==> config.mk <==
export PLATFORM = sky130hd
export DESIGN_NAME = hack_ctrl_decoder_flat
export DESIGN_NICKNAME = d
export VERILOG_FILES = /design/src/rtl/hack_ctrl_decoder_pkg.sv /design/src/rtl/hack_ctrl_decoder_if.sv /design/src/rtl/hack_ctrl_decoder_jump_eval.sv /design/src/rtl/hack_ctrl_decoder.sv /design/src/flat_wrapper.sv
export SDC_FILE = /design/constraint.sdc
export NUM_CORES = 1
export LEC_CHECK = 0
export CAP_MARGIN = 15
export CELL_PAD_IN_SITES_DETAIL_PLACEMENT = 0
export CELL_PAD_IN_SITES_GLOBAL_PLACEMENT = 2
export CORE_ASPECT_RATIO = 2
export CORE_UTILIZATION = 28
export CTS_CLUSTER_SIZE = 8
export DETAILED_ROUTE_END_ITERATION = 6
export PLACE_DENSITY = 0.78
export SLEW_MARGIN = 25
export SYNTH_ARGS = -nofsm -noshare
export SYNTH_HDL_FRONTEND = slang
export SYNTH_SLANG_ARGS = --single-unit
==> constraint.sdc <==
create_clock -name clk -period 2.4 [get_ports clk]
set_input_delay 0.24 -clock clk [delete_from_list [all_inputs] [get_ports clk]]
set_output_delay 0.24 -clock clk [all_outputs]
set_load 0.01 [all_outputs]
==> src/rtl/hack_ctrl_decoder_pkg.sv <==
// -----------------------------------------------------------------------------
// hack_ctrl_decoder_pkg
// Shared definitions for the Hack control decoder slice:
//   - instruction bit-index localparams
//   - jump-code constants (JGT..JMP)
//   - decoder FSM state encoding
//   - decoded-entry struct plus decode / illegal-encoding helper functions
// No ports (package).
// -----------------------------------------------------------------------------
package hack_ctrl_decoder_pkg;

    // Instruction field positions
    localparam int I_CBIT    = 15;
    localparam int I_CC_HI   = 14;
    localparam int I_CC_LO   = 13;
    localparam int I_ABIT    = 12;
    localparam int I_ALU_HI  = 11;
    localparam int I_ALU_LO  = 6;
    localparam int I_DEST_HI = 5;
    localparam int I_DEST_LO = 3;
    localparam int I_JMP_HI  = 2;
    localparam int I_JMP_LO  = 0;

    // Jump codes (j1 j2 j3)
    localparam logic [2:0] JNULL = 3'b000;
    localparam logic [2:0] JGT   = 3'b001;
    localparam logic [2:0] JEQ   = 3'b010;
    localparam logic [2:0] JGE   = 3'b011;
    localparam logic [2:0] JLT   = 3'b100;
    localparam logic [2:0] JNE   = 3'b101;
    localparam logic [2:0] JLE   = 3'b110;
    localparam logic [2:0] JMP   = 3'b111;

    // EMPTY: no entry held; FULL: entry held; TRAP: illegal seen, intake closed
    typedef enum logic [1:0] {
        ST_EMPTY = 2'b00,
        ST_FULL  = 2'b01,
        ST_TRAP  = 2'b10
    } state_e;

    typedef struct packed {
        logic        is_a;
        logic [15:0] a_imm;
        logic        a_sel;
        logic [5:0]  alu;      // {zx,nx,zy,ny,f,no}
        logic        load_a;
        logic        load_d;
        logic        write_m;
        logic [2:0]  jcode;    // {j1,j2,j3}
    } dec_t;

    // Decode one instruction into the registered entry format.
    function automatic dec_t decode(input logic [15:0] ins);
        dec_t d;
        d = '0;
        if (ins[I_CBIT] == 1'b0) begin
            d.is_a   = 1'b1;
            d.load_a = 1'b1;
            d.a_imm  = {1'b0, ins[I_CC_HI:0]};
        end else begin
            d.a_sel   = ins[I_ABIT];
            d.alu     = ins[I_ALU_HI:I_ALU_LO];
            d.load_a  = ins[I_DEST_HI];
            d.load_d  = ins[I_DEST_HI-1];
            d.write_m = ins[I_DEST_LO];
            d.jcode   = ins[I_JMP_HI:I_JMP_LO];
        end
        return d;
    endfunction

    // C-instructions must carry 2'b11 in the two unused high bits.
    function automatic logic is_illegal(input logic [15:0] ins);
        return ins[I_CBIT] & (ins[I_CC_HI:I_CC_LO] != 2'b11);
    endfunction

endpackage

==> src/rtl/hack_ctrl_decoder_if.sv <==
// -----------------------------------------------------------------------------
// hack_ctrl_decoder_if
// Bundles the decoder's upstream (instruction) and downstream (decoded
// controls + ALU flags) handshakes.
//   slave  : decoder side (accepts instr, produces controls/jump/trap)
//   master : environment side (fetch + ALU/register-file consumer)
// -----------------------------------------------------------------------------
interface hack_ctrl_decoder_if;
    logic        in_valid;
    logic        in_ready;
    logic [15:0] instr;
    logic        out_valid;
    logic        out_ready;
    logic        zx;
    logic        nx;
    logic        zy;
    logic        ny;
    logic        f;
    logic        no;
    logic        a_sel;
    logic        is_a_instr;
    logic [15:0] a_imm;
    logic        load_a;
    logic        load_d;
    logic        write_m;
    logic        alu_zr;
    logic        alu_ng;
    logic        jump;
    logic        trap;

    modport slave (
        input  in_valid, instr, out_ready, alu_zr, alu_ng,
        output in_ready, out_valid, zx, nx, zy, ny, f, no, a_sel, is_a_instr,
               a_imm, load_a, load_d, write_m, jump, trap
    );

    modport master (
        output in_valid, instr, out_ready, alu_zr, alu_ng,
        input  in_ready, out_valid, zx, nx, zy, ny, f, no, a_sel, is_a_instr,
               a_imm, load_a, load_d, write_m, jump, trap
    );
endinterface

==> src/rtl/hack_ctrl_decoder_jump_eval.sv <==
// -----------------------------------------------------------------------------
// hack_ctrl_decoder_jump_eval
// Combinational jump-condition evaluation from the jump field and ALU flags.
//   jcode in 3  {j1,j2,j3}
//   zr    in 1  ALU result zero
//   ng    in 1  ALU result negative
//   taken out 1 (j1&ng)|(j2&zr)|(j3&~zr&~ng)
// -----------------------------------------------------------------------------
module hack_ctrl_decoder_jump_eval (
    input  logic [2:0] jcode,
    input  logic       zr,
    input  logic       ng,
    output logic       taken
);
    assign taken = (jcode[2] & ng) | (jcode[1] & zr) | (jcode[0] & ~zr & ~ng);
endmodule

==> src/rtl/hack_ctrl_decoder.sv <==
// -----------------------------------------------------------------------------
// hack_ctrl_decoder
// One-entry registered decode stage for Hack instructions. Produces ALU
// controls, destination enables and the jump decision for the held entry,
// and discards KILL_SLOTS accepted instructions after a taken jump.
// Ports:
//   clk    in  clock, rising edge
//   rst_n  in  asynchronous active-low reset
//   bus    slave modport of hack_ctrl_decoder_if (instr in, controls out)
// Parameters:
//   KILL_SLOTS  instructions discarded after a taken jump (0..3)
// Build option:
//   ILLEGAL_TRAP_EN  when defined, a loadable C-instruction with
//                    instr[14:13]!=2'b11 is dropped and sets a sticky trap
//                    that closes intake until reset.
// -----------------------------------------------------------------------------
module hack_ctrl_decoder
    import hack_ctrl_decoder_pkg::*;
#(
    parameter int KILL_SLOTS = 1
) (
    input  logic                clk,
    input  logic                rst_n,
    hack_ctrl_decoder_if.slave  bus
);

    localparam logic [1:0] KILL_INIT      = 2'(KILL_SLOTS);
    // The accept that coincides with the jump transfer already uses one slot.
    localparam logic [1:0] KILL_AFTER_ACC = (KILL_SLOTS > 0) ? 2'(KILL_SLOTS - 1) : 2'd0;

    state_e     state_r;
    state_e     state_nxt_s;
    dec_t       entry_r;
    logic [1:0] kill_cnt_r;

    logic out_valid_s;
    logic in_ready_s;
    logic accept_s;
    logic xfer_s;
    logic jump_raw_s;
    logic jump_s;
    logic kill_now_s;
    logic illegal_s;
    logic load_s;
    logic trap_set_s;

    hack_ctrl_decoder_jump_eval u_jump_eval (
        .jcode (entry_r.jcode),
        .zr    (bus.alu_zr),
        .ng    (bus.alu_ng),
        .taken (jump_raw_s)
    );

    assign accept_s = bus.in_valid & in_ready_s;
    assign xfer_s   = out_valid_s & bus.out_ready;
    assign jump_s   = jump_raw_s & out_valid_s;

    // A slot is killed while the counter is pending, or in the very cycle a
    // taken jump leaves the stage.
    assign kill_now_s = (kill_cnt_r != 2'd0) |
                        (xfer_s & jump_s & (KILL_INIT != 2'd0));

`ifdef ILLEGAL_TRAP_EN
    assign illegal_s = is_illegal(bus.instr);
`else
    assign illegal_s = 1'b0;
`endif

    assign load_s     = accept_s & ~kill_now_s & ~illegal_s;
    assign trap_set_s = accept_s & ~kill_now_s & illegal_s;

    // State register
    always_ff @(posedge clk or negedge rst_n) begin
        if (!rst_n) begin
            state_r <= ST_EMPTY;
        end else begin
            state_r <= state_nxt_s;
        end
    end

    // Next-state logic
    always_comb begin
        state_nxt_s = state_r;
        case (state_r)
            ST_EMPTY: begin
                if (trap_set_s) begin
                    state_nxt_s = ST_TRAP;
                end else if (load_s) begin
                    state_nxt_s = ST_FULL;
                end else begin
                    state_nxt_s = ST_EMPTY;
                end
            end
            ST_FULL: begin
                // An accept here always coincides with a transfer.
                if (trap_set_s) begin
                    state_nxt_s = ST_TRAP;
                end else if (load_s) begin
                    state_nxt_s = ST_FULL;
                end else if (xfer_s) begin
                    state_nxt_s = ST_EMPTY;
                end else begin
                    state_nxt_s = ST_FULL;
                end
            end
            ST_TRAP: begin
                state_nxt_s = ST_TRAP;
            end
            default: begin
                state_nxt_s = ST_EMPTY;
            end
        endcase
    end

    // Handshake outputs decoded from state
    always_comb begin
        out_valid_s = 1'b0;
        in_ready_s  = 1'b0;
        case (state_r)
            ST_EMPTY: begin
                in_ready_s = 1'b1;
            end
            ST_FULL: begin
                out_valid_s = 1'b1;
                in_ready_s  = bus.out_ready;
            end
            ST_TRAP: begin
                in_ready_s = 1'b0;
            end
            default: begin
                in_ready_s = 1'b0;
            end
        endcase
    end

    // Entry register: load on a kept accept, clear when drained without refill
    always_ff @(posedge clk or negedge rst_n) begin
        if (!rst_n) begin
            entry_r <= '0;
        end else if (load_s) begin
            entry_r <= decode(bus.instr);
        end else if (xfer_s) begin
            entry_r <= '0;
        end
    end

    // Kill counter: armed by a taken-jump transfer, consumed per accept
    always_ff @(posedge clk or negedge rst_n) begin
        if (!rst_n) begin
            kill_cnt_r <= 2'd0;
        end else if (xfer_s & jump_s) begin
            kill_cnt_r <= accept_s ? KILL_AFTER_ACC : KILL_INIT;
        end else if (accept_s & (kill_cnt_r != 2'd0)) begin
            kill_cnt_r <= kill_cnt_r - 2'd1;
        end
    end

    assign bus.in_ready   = in_ready_s;
    assign bus.out_valid  = out_valid_s;
    assign bus.zx         = entry_r.alu[5];
    assign bus.nx         = entry_r.alu[4];
    assign bus.zy         = entry_r.alu[3];
    assign bus.ny         = entry_r.alu[2];
    assign bus.f          = entry_r.alu[1];
    assign bus.no         = entry_r.alu[0];
    assign bus.a_sel      = entry_r.a_sel;
    assign bus.is_a_instr = entry_r.is_a;
    assign bus.a_imm      = entry_r.a_imm;
    assign bus.load_a     = entry_r.load_a;
    assign bus.load_d     = entry_r.load_d;
    assign bus.write_m    = entry_r.write_m;
    assign bus.jump       = jump_s;

`ifdef ILLEGAL_TRAP_EN
    assign bus.trap = (state_r == ST_TRAP);
`else
    assign bus.trap = 1'b0;
`endif

endmodule
==> src/flat_wrapper.sv <==
// flat-port wrapper written by rule: the top's interface ports become plain ports
module hack_ctrl_decoder_flat import hack_ctrl_decoder_pkg::*;
#(
    parameter int KILL_SLOTS = 1
)
  (clk, rst_n, bus_in_valid, bus_instr, bus_out_ready, bus_alu_zr, bus_alu_ng, bus_in_ready, bus_out_valid, bus_zx, bus_nx, bus_zy, bus_ny, bus_f, bus_no, bus_a_sel, bus_is_a_instr, bus_a_imm, bus_load_a, bus_load_d, bus_write_m, bus_jump, bus_trap);
  hack_ctrl_decoder_if bus_i ();
  input  logic clk;
  input  logic rst_n;
  input wire logic [$bits(bus_i.in_valid)-1:0] bus_in_valid;
  input wire logic [$bits(bus_i.instr)-1:0] bus_instr;
  input wire logic [$bits(bus_i.out_ready)-1:0] bus_out_ready;
  input wire logic [$bits(bus_i.alu_zr)-1:0] bus_alu_zr;
  input wire logic [$bits(bus_i.alu_ng)-1:0] bus_alu_ng;
  output wire logic [$bits(bus_i.in_ready)-1:0] bus_in_ready;
  output wire logic [$bits(bus_i.out_valid)-1:0] bus_out_valid;
  output wire logic [$bits(bus_i.zx)-1:0] bus_zx;
  output wire logic [$bits(bus_i.nx)-1:0] bus_nx;
  output wire logic [$bits(bus_i.zy)-1:0] bus_zy;
  output wire logic [$bits(bus_i.ny)-1:0] bus_ny;
  output wire logic [$bits(bus_i.f)-1:0] bus_f;
  output wire logic [$bits(bus_i.no)-1:0] bus_no;
  output wire logic [$bits(bus_i.a_sel)-1:0] bus_a_sel;
  output wire logic [$bits(bus_i.is_a_instr)-1:0] bus_is_a_instr;
  output wire logic [$bits(bus_i.a_imm)-1:0] bus_a_imm;
  output wire logic [$bits(bus_i.load_a)-1:0] bus_load_a;
  output wire logic [$bits(bus_i.load_d)-1:0] bus_load_d;
  output wire logic [$bits(bus_i.write_m)-1:0] bus_write_m;
  output wire logic [$bits(bus_i.jump)-1:0] bus_jump;
  output wire logic [$bits(bus_i.trap)-1:0] bus_trap;
  assign bus_i.in_valid = bus_in_valid;
  assign bus_i.instr = bus_instr;
  assign bus_i.out_ready = bus_out_ready;
  assign bus_i.alu_zr = bus_alu_zr;
  assign bus_i.alu_ng = bus_alu_ng;
  assign bus_in_ready = bus_i.in_ready;
  assign bus_out_valid = bus_i.out_valid;
  assign bus_zx = bus_i.zx;
  assign bus_nx = bus_i.nx;
  assign bus_zy = bus_i.zy;
  assign bus_ny = bus_i.ny;
  assign bus_f = bus_i.f;
  assign bus_no = bus_i.no;
  assign bus_a_sel = bus_i.a_sel;
  assign bus_is_a_instr = bus_i.is_a_instr;
  assign bus_a_imm = bus_i.a_imm;
  assign bus_load_a = bus_i.load_a;
  assign bus_load_d = bus_i.load_d;
  assign bus_write_m = bus_i.write_m;
  assign bus_jump = bus_i.jump;
  assign bus_trap = bus_i.trap;
  hack_ctrl_decoder #(.KILL_SLOTS(KILL_SLOTS)) u_core (.clk(clk), .rst_n(rst_n), .bus(bus_i));
endmodule
# Yosys cells after proc, flatten, opt, wreduce, memory -nomap -nowiden
# Cells that the tools add are included.
# classes
addsub	1
eq_ne	2
n_mux	15
bitwise	16
reduce_logical	4
# ops
operator	n
two-way mux 30 bit	2
two-way mux 17 bit	1
AND 1 bit	10
two-way mux 7 bit	1
two-way mux 2 bit	3
one-hot mux 2 bit (3 select lines)	1
nonzero test 2 bit	3
two-way mux 1 bit	5
two-way mux 5 bit	1
NOT 1 bit	3
OR 1 bit	3
== test 2 x 1 -> 1 bit, second input constant	1
== test 2 bit, second input constant	1
logical NOT 2 bit	1
one-hot mux 1 bit (2 select lines)	1
subtractor 2 x 1 -> 2 bit, second input constant	1
# totals
ff_bits	34
input_bits	22
output_inout_bits	31
elab_cells	48

# Depth between registers and ports, before layout
# logic_depth
word_depth	11
mapped_depth	8
ltp_nobuf	6

# By module
# A second synthesis with hierarchy kept.
# hier_totals
cells_unflattened	117
hier_area_um2	1490.2
# modules_own_cells
module	n_inst	cells_per_inst	area_each_um2	seq_area_each_um2
hack_ctrl_decoder	1	115	1472.7	825.8
hack_ctrl_decoder_jump_eval	1	2	17.5	0.0

# Worst setup path after synthesis
# Ideal clock, no wire load.
# synth_path
kind	register to register
from	register u_core.kill_cnt_r[0]
to	register u_core.entry_r (netlist bit u_core.bus.a_imm[10])
setup_time_ps	64
t_arrival_ps	1610
required_ps	2336
setup_slack_ps	726
stages_incl_launch_ff	8
n_path_buf	1
period_less_slack_ps	1674
cell_sequence	dfrtp_1 > inv_1 > ha_1 > nand2_1 > or3_4 > nor3b_4 > buf_6 > a22o_2
# synth_between
elab_chain_len	5
elab_cells_between_ends	6
# synth_lines
item	line	source
start, declared	hack_ctrl_decoder.sv:34	logic [1:0] kill_cnt_r;
start signal, assigned	hack_ctrl_decoder.sv:152	kill_cnt_r <= accept_s ? KILL_AFTER_ACC : KILL_INIT;
start signal, assigned	hack_ctrl_decoder.sv:154	kill_cnt_r <= kill_cnt_r - 2'd1;
nonzero test 2 bit (*)	hack_ctrl_decoder.sv:60	assign kill_now_s = (kill_cnt_r != 2'd0) |
OR 1 bit (*)	hack_ctrl_decoder.sv:60	
NOT 1 bit (*)	hack_ctrl_decoder.sv:69	assign load_s = accept_s & ~kill_now_s & ~illegal_s;
AND 1 bit (*)	-	
two-way mux 30 bit / nonzero test 2 bit (equally long branches)	-	
end signal, assigned	hack_ctrl_decoder.sv:141	entry_r <= decode(bus.instr);
end, declared	hack_ctrl_decoder.sv:33	dec_t entry_r;
# Every way passes the cells marked *; elsewhere a longest branch is shown, timed or not.
# A chain may end at the register's enable or synchronous reset.

# Final worst setup path
# layout_path
from	input port bus_alu_ng
to	output port bus_jump
# layout_between
elab_chain_len	4
elab_cells_between_ends	6
# layout_lines
item	line	source
start, declared	flat_wrapper.sv:14	input wire logic [$bits(bus_i.alu_ng)-1:0] bus_alu_ng;
AND 1 bit / NOT 1 bit (equally long branches)	hack_ctrl_decoder_jump_eval.sv:15	assign taken = (jcode[2] & ng) | (jcode[1] & zr) | (jcode[0] & ~zr & ~ng);
OR 1 bit / AND 1 bit (equally long branches)	hack_ctrl_decoder_jump_eval.sv:15	
OR 1 bit (*)	hack_ctrl_decoder_jump_eval.sv:15	
AND 1 bit (*)	hack_ctrl_decoder.sv:56	assign jump_s = jump_raw_s & out_valid_s;
end, declared	flat_wrapper.sv:29	output wire logic [$bits(bus_i.jump)-1:0] bus_jump;
# Marked as above.

==> metrics.yaml <==
cts_made_buffers: 5
first_pass_iters: 4
clock-sinks: 33
cp.arrival_ns: 1.69
r2r-end: "u_core.bus.a_imm[14]"
synthTopCellsByCount: "dfrtp_1, buf_4, a32o_1"
critPathMaxFanout: 4
cts_resized: 0
cts_tree: "done"
async_flop_share_pct: 100
cts.reportedPaths.clkPinSlew_ns: 0.07
worstHoldPathType: "in -> async"
rows: 37
highest_layer: "met4"
grt_antenna_before_repair: 0
avgSynthCellArea_um2: 12.6
drc: 0
rrSetupSlack_ns: 0.50
rsz0062_at_grt: "no"
synth_area_um2: 1490
vias_per_cell: 4.89
areaGrowthSynthToFinish_pct: 38.2
die_y_um: 105
grt.total_usage_pct: 13.6
crit_required_ns: 2.16
synth-seq-cells: 33
ys_types: 29
synth_most_common_cell: "dfrtp_1"
synth_edf_count: 0
synth_top_flop_cell: "dfrtp_1"
grt_max_degree: 34
wl_met3_um: 191
drive_gt1_share_pct: 17.0
finalCriticalPeriod_ns: 1.93
fp.dieW_um: 53.6
post-route-period-util_pct: 80.5
clk-insertion-delay-late_ns: 0.27
cp-end-kind: "primary output"
path_class: "in -> out"
crit_path_start_kind: "input port"
grt_first_pass_wirelength_um: 5550
slew_viol_final: 0
dieArea_um2: 5640
yosysSeqAreaShare_pct: 55.4
io_pins: 53
fill_cells: 511
synth_top_area_cell: "dfrtp_1"
fin_tns_setup_ns: 0
cts_buffer_depth: 2
r2r_cells: 7
leakagePower_nw: 0.902
status: "completed"
critical_path.slowest_cell: "clkdlybuf4s50_1"
cpPeakStageDelay_ns: 0.55
finalHoldViolations: 0
yosysTopAreaCellShare_pct: 55.4
critPathLaunch: "bus_alu_ng"
peakVddDrop_mv: 0.628
netlist_instances: 118
grt_pass1_vias: 1135
path_cells: "clkdlybuf4s50_1 > nor3b_1 > nor2_1 > nor2b_1 > clkdlybuf4s50_1"
gr-total-overflow: 0
dr_wl_met2_um: 1880
p_per_area_nw_per_um2: 1180
crit_buf_inv: 2
cap_viol_max_count: 0
htree_num_levels: 2
root_buffer: "clkbuf_8"
nets: 181
post-cts-setup-buffers: 0
antenna_cells: 0
place_area_um2: 1940
core_um2: 5140
max_freq_ghz: 0.517
place_congestion: 0.661
vias: 1061
holdBufCountCts: 0
cp_common_cell: "clkdlybuf4s50_1"
initialDrtViolationCount: 24
r2r_start: "u_core.kill_cnt_r[0]"
met1_length_um: 1260
start_util_pct: 29.0
ant_nets: 0
dp_hpwl_um: 2550
wl_um: 3390
yosys-top-cells-area: "dfrtp_1, buf_4, a32o_1, a22o_2, a22o_1"
worst_clock_skew_ns: 0.00380
yosysWarnings: 0
cp_top_family: "buffers and inverters"
design_area_um2: 2060
port_buffers: 50
final-setup-viol-count: 0
wl_per_cell_um: 15.6
## layout make-up
type | count | area (µm²) | share of cell area [%]
Clock buffer | 7 | 86.3 | 4.19
Clock inverter | 1 | 30.0 | 1.46
Inverter | 3 | 11.3 | 0.546
Multi-Input combinational cell | 60 | 497 | 24.1
Sequential cell | 33 | 826 | 40.1
Tap cell | 58 | 72.6 | 3.52
Timing Repair Buffer | 55 | 538 | 26.1
## per-layer routing
| layer | vias up | GRT usage (%) |
|---|---|---|
| li1 | 495 | - |
| met1 | 521 | 15.6 |
| met2 | 39 | 23.4 |
| met3 | 6 | 3.03 |
| met4 | 0 | 4.89 |
| met5 | - | 0 |
## worst max-delay path by stage
stage                           endpoint  slack (ns)  cells past startpoint
global route                    bus_jump        0.37                      4
detailed placement   u_core.bus.a_imm[1]        0.38                      6
finish                          bus_jump        0.47                      5
floorplan           u_core.bus.a_imm[10]        0.73                      7
global placement     u_core.bus.a_imm[1]        0.39                      6
CTS                 u_core.bus.a_imm[14]        0.47                      7
## placed cells by master, fill, tap and decap left out, drive strengths merged, types with 2 or more instances in the layout
cell	Yosys	routed
nand2	4	4
and2b	2	2
nor3b	2	2
clkdlybuf4s50	0	50
inv	3	3
nor2	3	3
o21ai	4	4
buf	19	5
a32o	12	12
a22o	16	16
nor2b	3	3
clkbuf	4	7
or3	3	3
dfrtp	33	33
conb	1	2
## kinds of logic after synthesis
logic type | synth area share [%]
and+or+nand+nor | 8.98
other | 0.251
adders and majority gates | 0.839
DFF | 55.4
buffers and inverters | 11.6
muxes | 0.671
AOI/OAI and AO/OA | 22.3
## state kept, by name (all words and copies together), names as in the netlist
register	flops
u_core.bus.no	1
u_core.bus.write_m	1
u_core.bus.a_imm	15
u_core.bus.load_d	1
u_core.bus.zy	1
u_core.kill_cnt_r	2
u_core.bus.ny	1
u_core.entry_r	3
u_core.bus.load_a	1
u_core.bus.zx	1
u_core.state_r	2
u_core.bus.nx	1
u_core.bus.is_a_instr	1
u_core.bus.a_sel	1
u_core.bus.f	1
## through the flow
step,setup slack (ns),std cells,util [%],total power [W],hold WS (ns)
6_report,0.468,217,40.1,0.00243,0.360
3_5_place_dp,0.378,209,37.8,0.00192,0.480
2_1_floorplan,0.726,119,-,0.00152,-0.0556
3_3_place_gp,0.388,209,37.8,0.00190,0.478
4_1_cts,0.467,217,40.1,0.00246,0.368
5_1_grt,0.372,217,40.1,0.00259,0.396
## where the power goes
group	switching (W)	leakage (nW)	internal, W	total (W)
Combinational	0.000411	0.405	0.000591	0.00100
Sequential	0.000127	0.438	0.000766	0.000893
Clock	0.000194	0.0585	0.000338	0.000533
Power figures use the tool's default switching activity.
